## config.mk

```make
export PLATFORM = sky130hd
export DESIGN_NAME = cla_adder_pipe
export DESIGN_NICKNAME = d
export VERILOG_FILES = /design/src/rtl/cla_adder_pipe.sv
export SDC_FILE = /design/constraint.sdc
export NUM_CORES = 1
export LEC_CHECK = 0
export BUFFER_PORTS_ARGS = -buffer_cell sky130_fd_sc_hd__buf_4
export CORE_ASPECT_RATIO = 0.9
export CORE_UTILIZATION = 50
export DETAILED_ROUTE_END_ITERATION = 7
export PLACE_DENSITY = 0.71
export SYNTH_ARGS = -nofsm -noshare
export SYNTH_HDL_FRONTEND = slang
export SYNTH_SLANG_ARGS = --single-unit
```

## constraint.sdc

```tcl
create_clock -name clk -period 3.55 [get_ports clk]
set_clock_uncertainty 0.2 [all_clocks]
set_input_delay 0.355 -clock clk [delete_from_list [all_inputs] [get_ports clk]]
set_output_delay 0.355 -clock clk [all_outputs]
set_load 0.01 [all_outputs]
```

## src/rtl/cla_adder_pipe.sv

```systemverilog
// Pipelined carry-lookahead adder/subtractor.
// The operand is cut into STAGES slices of WIDTH/STAGES bits. Each stage
// resolves one slice with 4-bit CLA groups and hands its carry to the next
// stage in a register. The upper operand slices that are not yet processed and
// the lower result slices that are already done travel with the transaction.
// A valid/ready handshake with a combinational ready chain lets bubbles
// collapse under backpressure.
module cla_adder_pipe #(
  parameter int WIDTH  = 16,
  parameter int STAGES = 4
) (
  input  logic             clk,
  input  logic             rst_n,
  input  logic             in_valid,
  output logic             in_ready,
  input  logic [WIDTH-1:0] A,
  input  logic [WIDTH-1:0] B,
  input  logic             Cin,
  input  logic             SUB,
  output logic             out_valid,
  input  logic             out_ready,
  output logic [WIDTH-1:0] S,
  output logic             Cout,
  output logic             OVF,
  output logic             Z
);

  localparam int W  = WIDTH / STAGES;  // slice width
  localparam int NG = W / 4;           // CLA groups per slice

  // Slice adder built from 4-bit lookahead groups. Each group's generate and
  // propagate form its carry-out, which ripples into the next group.
  // Result is {carry_out, sum}.
  function automatic logic [W:0] cla_slice(input logic [W-1:0] a,
                                           input logic [W-1:0] b,
                                           input logic         ci);
    logic [W:0] r;
    logic [3:0] g, p;
    logic       c, c1, c2, c3, gg, pg;
    c = ci;
    r = '0;
    for (int j = 0; j < NG; j++) begin
      g  = a[4*j +: 4] & b[4*j +: 4];
      p  = a[4*j +: 4] ^ b[4*j +: 4];
      c1 = g[0] | (p[0] & c);
      c2 = g[1] | (p[1] & g[0]) | (p[1] & p[0] & c);
      c3 = g[2] | (p[2] & g[1]) | (p[2] & p[1] & g[0]) | (p[2] & p[1] & p[0] & c);
      gg = g[3] | (p[3] & g[2]) | (p[3] & p[2] & g[1]) | (p[3] & p[2] & p[1] & g[0]);
      pg = &p;
      r[4*j +: 4] = p ^ {c3, c2, c1, c};
      c = gg | (pg & c);
    end
    r[W] = c;
    return r;
  endfunction

  // Subtraction is A + ~B + 1; Cin only matters when adding.
  logic [WIDTH-1:0] beff;
  logic             c0;
  assign beff = SUB ? ~B : B;
  assign c0   = SUB | Cin;

  logic [STAGES-1:0] v_q;   // per-stage valid; the last one is out_valid
  logic [STAGES-1:0] vin;   // valid presented to each stage
  logic [STAGES:0]   rdy;   // stage k may load this cycle

  logic [WIDTH-1:0] sum_q;
  logic             cout_q, ovf_q, z_q;

  // Ready chain runs from the output back to the input; it never looks at
  // in_valid, so a full pipeline with a stalled sink refuses new work.
  always_comb begin
    logic r;
    r           = out_ready;
    rdy         = '0;
    rdy[STAGES] = r;
    for (int k = STAGES - 1; k >= 0; k--) begin
      r      = !v_q[k] || r;
      rdy[k] = r;
    end
  end

  // Each stage is fed by the valid of the stage before it.
  always_comb begin
    vin    = '0;
    vin[0] = in_valid;
    for (int k = 1; k < STAGES; k++) vin[k] = v_q[k-1];
  end

  // Valid bits advance whenever their stage is allowed to load; a bubble
  // loaded as a cleared valid is overwritten as soon as work arrives.
  always_ff @(posedge clk or negedge rst_n) begin
    if (!rst_n) begin
      v_q <= '0;
    end else begin
      for (int k = 0; k < STAGES; k++)
        if (rdy[k]) v_q[k] <= vin[k];
    end
  end

  for (genvar k = 0; k < STAGES; k++) begin : stg
    localparam int UW = WIDTH - k * W;  // operand bits still unprocessed
    logic [UW-1:0]        a_in, b_in;
    logic                 c_in;
    logic [W:0]           res;
    logic [(k+1)*W-1:0]   s_next;

    if (k == 0) begin : g_src
      assign a_in   = A;
      assign b_in   = beff;
      assign c_in   = c0;
      assign s_next = res[W-1:0];
    end else begin : g_src
      assign a_in   = stg[k-1].g_reg.a_q;
      assign b_in   = stg[k-1].g_reg.b_q;
      assign c_in   = stg[k-1].g_reg.c_q;
      assign s_next = {res[W-1:0], stg[k-1].g_reg.s_q};
    end

    assign res = cla_slice(a_in[W-1:0], b_in[W-1:0], c_in);

    if (k < STAGES - 1) begin : g_reg
      logic [UW-W-1:0]    a_q, b_q;
      logic [(k+1)*W-1:0] s_q;
      logic               c_q;
      // Stage boundary k: keep upper operand slices, finished low sum, carry.
      always_ff @(posedge clk) begin
        if (rdy[k] && vin[k]) begin
          a_q <= a_in[UW-1:W];
          b_q <= b_in[UW-1:W];
          s_q <= s_next;
          c_q <= res[W];
        end
      end
    end else begin : g_out
      // Carry into the MSB equals a^b^s at that bit, so no extra tap is needed.
      logic ovf_d;
      assign ovf_d = (a_in[W-1] ^ b_in[W-1] ^ res[W-1]) ^ res[W];
      // Final stage boundary: result and flags, held while the sink stalls.
      always_ff @(posedge clk or negedge rst_n) begin
        if (!rst_n) begin
          sum_q  <= '0;
          cout_q <= 1'b0;
          ovf_q  <= 1'b0;
          z_q    <= 1'b0;
        end else if (rdy[k] && vin[k]) begin
          sum_q  <= s_next;
          cout_q <= res[W];
          ovf_q  <= ovf_d;
          z_q    <= ~|s_next;
        end
      end
    end
  end

  assign in_ready  = rdy[0];
  assign out_valid = v_q[STAGES-1];
  assign S         = sum_q;
  assign Cout      = cout_q;
  assign OVF       = ovf_q;
  assign Z         = z_q;

endmodule

```

==> flow_summary.json <==
{
  "cp-end-kind": "flop",
  "drt-initial-drc-count": 67,
  "fin_crit_sh_pct": 60.1,
  "startpoint": "v_q[3]",
  "stdcell_area_um2": 4780,
  "hpwlAfterDp_um": 3620,
  "yosysWarningCount": 0,
  "pre_cts_ws_ns": 1.30,
  "initial_core_util_pct": 51.5,
  "routabilityCongestion": 0.686,
  "syn_nets": 275,
  "p_per_area_nw_per_um2": 593,
  "dp_cells": 368,
  "fp.dieW_um": 94.9,
  "layoutNonFillerInstCount": 398,
  "cts_tree": "done",
  "viasPerCell": 4.78,
  "io_pins": 59,
  "cts_buffers": 9,
  "synthToLayoutAreaGrowth_pct": 23.0,
  "h-tree-depth": 3,
  "design.die.area_um2": 8130,
  "antenna_found_initial": 0,
  "switchingPower_uw": 689,
  "yosys.area.top_type_share_pct": 58.0,
  "crit_path_end": "stg[1].g_reg.a_q[2]",
  "core_area_um2": 7540,
  "syn_area_um2": 3880,
  "fill_cells": 566,
  "gr-usage-met1_pct": 18.3,
  "fmax_mhz": 469,
  "fin_nets": 355,
  "pwr-share-seq_pct": 55.1,
  "seq_area_um2": 2830,
  "drt-total-wl_um": 5130,
  "final_common_cell": "edfxtp_1",
  "ys_ff_latch": 98,
  "period_needed_ns": 2.13,
  "netlist_instances": 217,
  "wl_per_cell_um": 12.9,
  "fin_ws_ns": 1.42,
  "grt_usage_pct": 14.4,
  "critical_path_buf_inv_count": 0,
  "cts_setup_buffers": 0,
  "hold_buffers": 14,
  "overflow": 0,
  "path_max_fanout": 25,
  "avgSynthCellArea_um2": 17.9,
  "totalPowerFinal_uw": 2830,
  "grt_pass1_wl_um": 8710,
  "internal_power_uw": 2140,
  "cp.depth": 3,
  "hold_viol_final": 0,
  "grtUsageMet2_pct": 22.3,
  "slowest_delay_ns": 0.82,
  "multiInputGateArea_um2": 1010,
  "met3_usage_pct": 5.41,
  "r2r_slack_ns": 1.42,
  "path_cells": "and2b_2, nand3_1, and2_1",
  "maxSlewHeadroom_pct": 27.0,
  "cap_violations": 0,
  "leakagePower_uw": 0.00194,
  "root_buffer": "clkbuf_8",
  "worstReg2RegStart": "v_q[3]",
  "status": "finished, final reports clean",
  "p_comb_share_pct": 18.2,
  "grt_max_degree": 30,
  "die_h_um": 85.6,
  "grt_pass1_vias": 1910,
  "rows": 30,
  "layout-drive-gt1-share_pct": 31.8,
  "critPathKind": "flop to flop",
  "ctsResizeCount": 0,
  "crit_path_start_kind": "flop",
  "critical-path-top-delay-family": "simple AND/OR/NAND/NOR gates",
  "grt.busiest_layer": "met2",
  "clkTransAtPathRegs_ns": 0.09,
  "ant_nets": 0,
  "drc": 0,
  "hold_path_class": "primary input to flop",
  "final_cell_mix": "edfxtp_1, buf_4, dfrtp_1, xor2_1, ha_1",
  "rsz0062_at_grt": "no",
  "place_area_um2": 4420,
  "ys_types": 34,
  "via_count": 1904,
  "crit_slowest_cell": "and2_1",
  "max-clock-path-buffers": 2,
  "crit-reg2reg-capture": "stg[1].g_reg.a_q[2]",
  "antenna_cells": 0,
  "worstHoldPathCells": 2,
  "cp.required_ns": 3.32,
  "clkPwrFrac_pct": 26.7,
  "firstDrtPassIters": 4,
  "finalSetupTns_ns": 0,
  "port_buffers": 58,
  "arrival_ns": 1.90,
  "swShare_pct": 24.3,
  "synth_area_leaders": "edfxtp_1, dfrtp_1, xor2_1, ha_1, mux2_2",
  "worst_pin_slew_ns": 1.09,
  "yosys.area.top_type": "edfxtp_1",
  "report.final.slew_viol_count": 0,
  "setup_viol": 0,
  "clkLatencyLatePin_ns": 0.35,
  "ir_drop_v": 0.000323,
  "seq_area_frac_synth_pct": 72.8,
  "r2r_cells": 3,
  "clock-sinks": 98
}
==> metal layers <==
| layer | vias up | wire length [um] | share of wire, % |
|---|---|---|---|
| met1 | 890 | 2430 | 47 |
| met2 | 52 | 2330 | 45 |
| met5 | - | 0 | 0 |
| met3 | 9 | 279 | 5.4 |
| met4 | 0 | 86 | 1.7 |
| li1 | 953 | - | - |
==> registers in the layout, indices dropped and copies added, names as in the netlist <==
signal	count
stg.g_reg.b_q	24
stg.g_reg.a_q	24
S	16
stg.g_reg.s_q	24
v_q	4
OVF	1
Cout	1
stg.g_reg.c_q	3
Z	1
==> layout make-up <==
type                       instances  area share, %
multi-input combinational        109           21.1
sequential                        98           59.2
inverter                           6          0.471
clock buffer                       9           2.59
tap                               96           2.51
timing repair buffer              73           12.2
clock inverter                     7           1.91
==> logic make-up (layout without fill, tap and decap cells) <==
family	after synthesis	in the layout	synth area share [%]
xor gates and xnor gates	28	28	6.31
buffers and inverters	10	95	1.32
and+or+nand+nor	22	22	3.67
DFF	98	98	72.8
adders and majority gates	20	20	7.21
muxes	16	16	4.61
AOI/OAI and AO/OA	23	23	4.09
==> worst min-delay path by stage <==
stage               start                  end  slack (ns)
finish               B[8]  stg[0].g_reg.b_q[4]         0.1
global route        B[13]  stg[0].g_reg.b_q[9]        0.07
CTS                  B[9]  stg[0].g_reg.b_q[5]        0.08
detailed placement  rst_n               v_q[3]        0.07
global placement    rst_n               v_q[3]        0.06
floorplan           rst_n                 Cout       -0.14
==> cells in the mapped netlist (all sizes together) <==
| cell | number |
|---|---|
| nand4 | 1 |
| nor3 | 1 |
| clkbuf | 1 |
| fa | 4 |
| a21o | 7 |
| o21ai | 4 |
| xnor2 | 5 |
| and2 | 2 |
| a21boi | 1 |
| or2 | 1 |
| nand4b | 1 |
| xor2 | 23 |
| nor4 | 1 |
| dfrtp | 23 |
| a211oi | 2 |
| and2b | 1 |
| buf | 3 |
| o31ai | 1 |
| edfxtp | 75 |
| nand2 | 3 |
| a31o | 1 |
| nor2 | 4 |
| inv | 6 |
| nand2b | 4 |
| mux2i | 1 |
| nand3 | 1 |
| ha | 16 |
| mux2 | 15 |
| or4 | 2 |
| a21oi | 4 |
| o21bai | 3 |
==> power by group through the flow <==
stage / logic, uW / registers [uW] / clock network (uW)
4_1_cts: 526 / 1560 / 780
3_3_place_gp: 500 / 1580 / 0
3_5_place_dp: 512 / 1590 / 0
6_report: 515 / 1560 / 757
2_1_floorplan: 268 / 1600 / 0
5_1_grt: 580 / 1580 / 825
==> per-stage QoR <==
step	utilization, %	hold WS (ns)
3_5_place_dp	58.6	0.0658
3_3_place_gp	58.6	0.0643
6_report	63.3	0.0964
4_1_cts	63.3	0.0760
5_1_grt	63.3	0.0675
2_1_floorplan	-	-0.141
(Power assumes the default switching activity.)
